## config.mk

```make
export PLATFORM = sky130hd
export DESIGN_NAME = switch_input_ctrl
export DESIGN_NICKNAME = d
export VERILOG_FILES = /design/src/rtl/switch_input_ctrl.sv
export SDC_FILE = /design/constraint.sdc
export NUM_CORES = 1
export LEC_CHECK = 0
export CORE_AREA = 2 2 127 129
export CTS_BUF_LIST = sky130_fd_sc_hd__clkbuf_16
export DETAILED_ROUTE_END_ITERATION = 8
export DIE_AREA = 0 0 129 131
export PLACE_DENSITY_LB_ADDON = 0.1
export SYNTH_ARGS = -nofsm -noshare
export SYNTH_HDL_FRONTEND = slang
export SYNTH_SLANG_ARGS = --single-unit
```

## constraint.sdc

```tcl
create_clock -name clk -period 10.6 [get_ports clk]
set_input_delay 3.18 -clock clk [delete_from_list [all_inputs] [get_ports clk]]
set_output_delay 3.18 -clock clk [all_outputs]
set_load 0.03 [all_outputs]
```

## src/rtl/switch_input_ctrl.sv

```systemverilog
// rtl/switch_input_ctrl.sv - debounced switch inputs with sticky RISE/FALL flags and register read port
// Optional SWITCH_IRQ_EN adds the MASK register (reg 3) and a registered irq output.
module switch_input_ctrl #(
    parameter int WIDTH           = 16,
    parameter int DEBOUNCE_CYCLES = 4
) (
    input  logic             clk,
    input  logic             rst,
    input  logic [WIDTH-1:0] switches,
    input  logic [29:0]      memAddress,
    input  logic [31:0]      writeData,
    input  logic             writeEnable,
    input  logic             readEnable,
    output logic [31:0]      readData,
    output logic             irq
);
    localparam int CW = $clog2(DEBOUNCE_CYCLES) + 1;
    localparam logic [CW-1:0] CNT_LAST = CW'(DEBOUNCE_CYCLES - 1);

    logic [WIDTH-1:0] sync1, sync2;
    logic [WIDTH-1:0] stable, stable_next;
    logic [WIDTH-1:0] rise, rise_next, fall, fall_next;
    logic [WIDTH-1:0] clr_rise, clr_fall;
    logic [CW-1:0]    cnt      [WIDTH];
    logic [CW-1:0]    cnt_next [WIDTH];
    logic [1:0]       sel;
    logic [31:0]      reg_val;
    logic             unused_bits;

    assign sel         = memAddress[1:0];
    assign unused_bits = ^{memAddress[29:2], writeData};

    // A bit toggles on its DEBOUNCE_CYCLES-th consecutive mismatch; any match restarts the count.
    always_comb begin
        stable_next = stable;
        for (int i = 0; i < WIDTH; i++) begin
            cnt_next[i] = '0;
            if (sync2[i] != stable[i]) begin
                if (cnt[i] == CNT_LAST)
                    stable_next[i] = ~stable[i];
                else
                    cnt_next[i] = cnt[i] + 1'b1;
            end
        end
    end

    assign clr_rise  = (writeEnable && sel == 2'd1) ? writeData[WIDTH-1:0] : '0;
    assign clr_fall  = (writeEnable && sel == 2'd2) ? writeData[WIDTH-1:0] : '0;
    // Set terms are OR'd after the clear so a coincident edge wins over W1C.
    assign rise_next = (rise & ~clr_rise) | (stable_next & ~stable);
    assign fall_next = (fall & ~clr_fall) | (~stable_next & stable);

`ifdef SWITCH_IRQ_EN
    logic [WIDTH-1:0] mask, mask_next;
    logic             irq_next;

    assign mask_next = (writeEnable && sel == 2'd3) ? writeData[WIDTH-1:0] : mask;
    assign irq_next  = |((rise_next | fall_next) & mask_next);

    always_ff @(posedge clk or posedge rst) begin
        if (rst) begin
            mask <= '0;
            irq  <= 1'b0;
        end else begin
            mask <= mask_next;
            irq  <= irq_next;
        end
    end
`else
    assign irq = 1'b0;
`endif

    always_comb begin
        reg_val = '0;
        case (sel)
            2'd0: reg_val = 32'(stable);
            2'd1: reg_val = 32'(rise);
            2'd2: reg_val = 32'(fall);
`ifdef SWITCH_IRQ_EN
            2'd3: reg_val = 32'(mask);
`else
            2'd3: reg_val = '0;
`endif
            default: reg_val = '0;
        endcase
    end

    always_ff @(posedge clk or posedge rst) begin
        if (rst) begin
            sync1    <= '0;
            sync2    <= '0;
            stable   <= '0;
            rise     <= '0;
            fall     <= '0;
            readData <= '0;
            for (int i = 0; i < WIDTH; i++)
                cnt[i] <= '0;
        end else begin
            sync1  <= switches;
            sync2  <= sync1;
            stable <= stable_next;
            rise   <= rise_next;
            fall   <= fall_next;
            for (int i = 0; i < WIDTH; i++)
                cnt[i] <= cnt_next[i];
            if (readEnable)
                readData <= reg_val;
        end
    end
endmodule
```

==> impl_results.md <==
- Main synth FF type: dfrtp_1
- DRT antenna net count: 0
- GP Congestion: 0.732
- Sink Count: 144
- Number of remaining DRC errors: 0
- DPL Wire Length: 6950 um
- H-tree Lvls: 4
- Flops & latches, synth: 144
- Post-CTS Resized: 0
- Crit-path max FO: 80
- Most frequent cells in the layout: dfrtp_1, inv_1, clkdlybuf4s50_1
- Layout cells sized above 1: 9.11%
- # IOs: 115
- Async S/R FF share, synth: 100%
- Post-synth EDFFs: 0
- Synthesized area: 6120 um2
- Max_cap viols: 0
- Post-CTS setup buffers: 0
- Hold WC Path Type: flop to flop
- Routed len/inst: 14.9 um
- Fill cells: 1396
- Ranking of synthesized cells by area: dfrtp_1, nand4b_1, a32o_1
- Clk_lat worst skew: 0.41 ns
- Core Util, Final: 47.1%
- PwrDens: 253 nW/um2
- Setup violators final: 0
- Outcome: complete, no violations
- Netlist cell types: 21
- Pleak: 3.25 nW
- Mapped Avg Cell Area: 13.3 um2
- CTS tree: yes
- Critical path class: input port to asynchronous set/reset pin
- Layout area overhead: 20.1%
- GRT overflow: 0
- Number of port buffers: 53
- CP max stage delay: 0.87 ns
- Post-synth top area share: 58.9%
- Clk_skew: 0.00583 ns
- Yosys warns: 0
- Vias/cell: 4.98
- Die area: 16900 um2
- Drt pass-1 iters: 4
- DRT iter0 DRCs: 179
- Maximum clock frequency: 0.215 GHz
- Die height: 131 um
- CP max stage cell: buf_4
- CP startpoint kind: input port
- First-pass GRT wire length: 18800 um
- Starting density of the core: 39.2%
- Worst-case clock buffer depth: 2
- Hold_ws: 0.346 ns
- Post-synth top area cell: dfrtp_1
- Arrival @ worst endpoint: 5.04 ns
- Placement Rows: 46
- Clock-pin slew on the worst setup and hold paths: 0.06 ns
- Total track usage: 14.4%
- Final Hold Vio Count: 0
- Nets: 612
- CTS Buf Count: 17
- Seq/Total Area, Yosys: 58.9%
- WP data required: 10.99 ns
- Post-Synthesis Cells: 461
- Placed Instances: 711
- Slew HR: 20.5%
- Largest net degree at the start of global routing: 81
- Via count: 3703
- Worst slew pin tran: 1.19 ns
- Hold buffer count at cts: 0
- Min Tclk post-route: 4.65 ns
- Die width: 129 um
- IR drop worst, VDD: 0.116 mV
- Clock Tree Root: clkbuf_16
- RSZ-0062 raised after global routing: false
- Most common cell after layout, fill and taps aside: dfrtp_1
- Crit-path cells: clkdlybuf4s50_1, inv_6, buf_4
- Slew Limit Fails: 0
- CP Capture Type: asynchronous set/reset pin
- Antenna violations before repair: 0
- Core Area: 15600 um2
- Final period util: 43.9%
- Vias in the first global route: 3829
- # diodes: 0
- Final wirelength: 11100 um
- R2R setup slack: 9.37 ns
- Setup TNS: 0 ns
- Non-Filler Instances: 743
- Tot Pwr: 1.86 mW
==> per-layer routing <==
layer	GRT usage (%)	routed length (um)	up-vias
met4	5.18	138	0
met1	17.9	5090	1888
met2	23.8	5430	57
met3	4.44	429	10
met5	0	0	-
li1	-	-	1748
==> layout make-up <==
cell class / count / area [um2] / share of cell area, %
Tap cell: 216 / 270 / 3.68
Clock buffer: 17 / 425 / 5.79
Sequential cell: 144 / 3600 / 49.0
Multi-Input combinational cell: 246 / 2120 / 28.8
Timing Repair Buffer: 56 / 538 / 7.32
Inverter: 49 / 189 / 2.57
Clock inverter: 15 / 201 / 2.74
==> worst max-delay path: cells and delay by family <==
family                 cells  cell delay, ns
buffers and inverters      3            1.78
==> report_power, final <==
| group | internal [mW] | total, mW | switching, mW |
|---|---|---|---|
| registers | 0.702 | 0.802 | 0.0995 |
| logic | 0.208 | 0.430 | 0.222 |
| clock network | 0.412 | 0.630 | 0.218 |
==> sequential cells by signal, summed over array words and instances, names as in the netlist <==
signal,cells
rise,16
sync1,16
cnt,48
readData,16
fall,16
stable,16
sync2,16
==> metrics by stage <==
step / instance area [um2] / setup slack (ns)
after floorplan: 6180 / 3.55
after global placement: 6720 / 5.42
after detailed placement: 6720 / 5.38
after CTS: 7350 / 5.82
after global routing: 7350 / 5.63
final: 7350 / 5.95
==> cells by family after synthesis <==
family                     count (synthesis)  share of synthesized area, %
muxes                                     32                          5.32
buffers and inverters                     87                          7.44
AOI/OAI and AO/OA                         48                          8.47
DFF                                      144                          58.9
adders and majority gates                 16                          3.27
xor gates and xnor gates                  16                          2.29
other                                      1                        0.0613
and+or+nand+nor                          117                          14.3
==> final timing paths <==
path,start,end,depth (start not counted)
hold / removal,sync1[14]$_DFF_PP0_,sync2[14]$_DFF_PP0_,0
hold reg to reg,sync1[14]$_DFF_PP0_,sync2[14]$_DFF_PP0_,0
setup reg to reg,cnt[9]$_DFF_PP0_,stable[12]$_DFF_PP0_,3
setup / recovery,rst,stable[9]$_DFF_PP0_,3
min in group asynchronous,rst,cnt[7]$_DFF_PP0_,2
max in group clk,readData[11]$_DFFE_PP0P_,readData[11],1
==> Yosys cell counts, types with 3 or more instances <==
cell type,instances
a32o_1,28
and4b_1,4
buf_2,10
buf_4,19
buf_6,6
clkbuf_1,3
dfrtp_1,144
ha_1,16
inv_1,49
mux2_2,4
mux2i_1,28
nand2b_1,5
nand4b_1,44
nor2b_1,20
nor3_1,16
nor3b_1,28
o221ai_1,6
o221ai_2,10
o32ai_1,4
xnor2_1,16
Note: power is estimated with default switching activity, not from simulation.
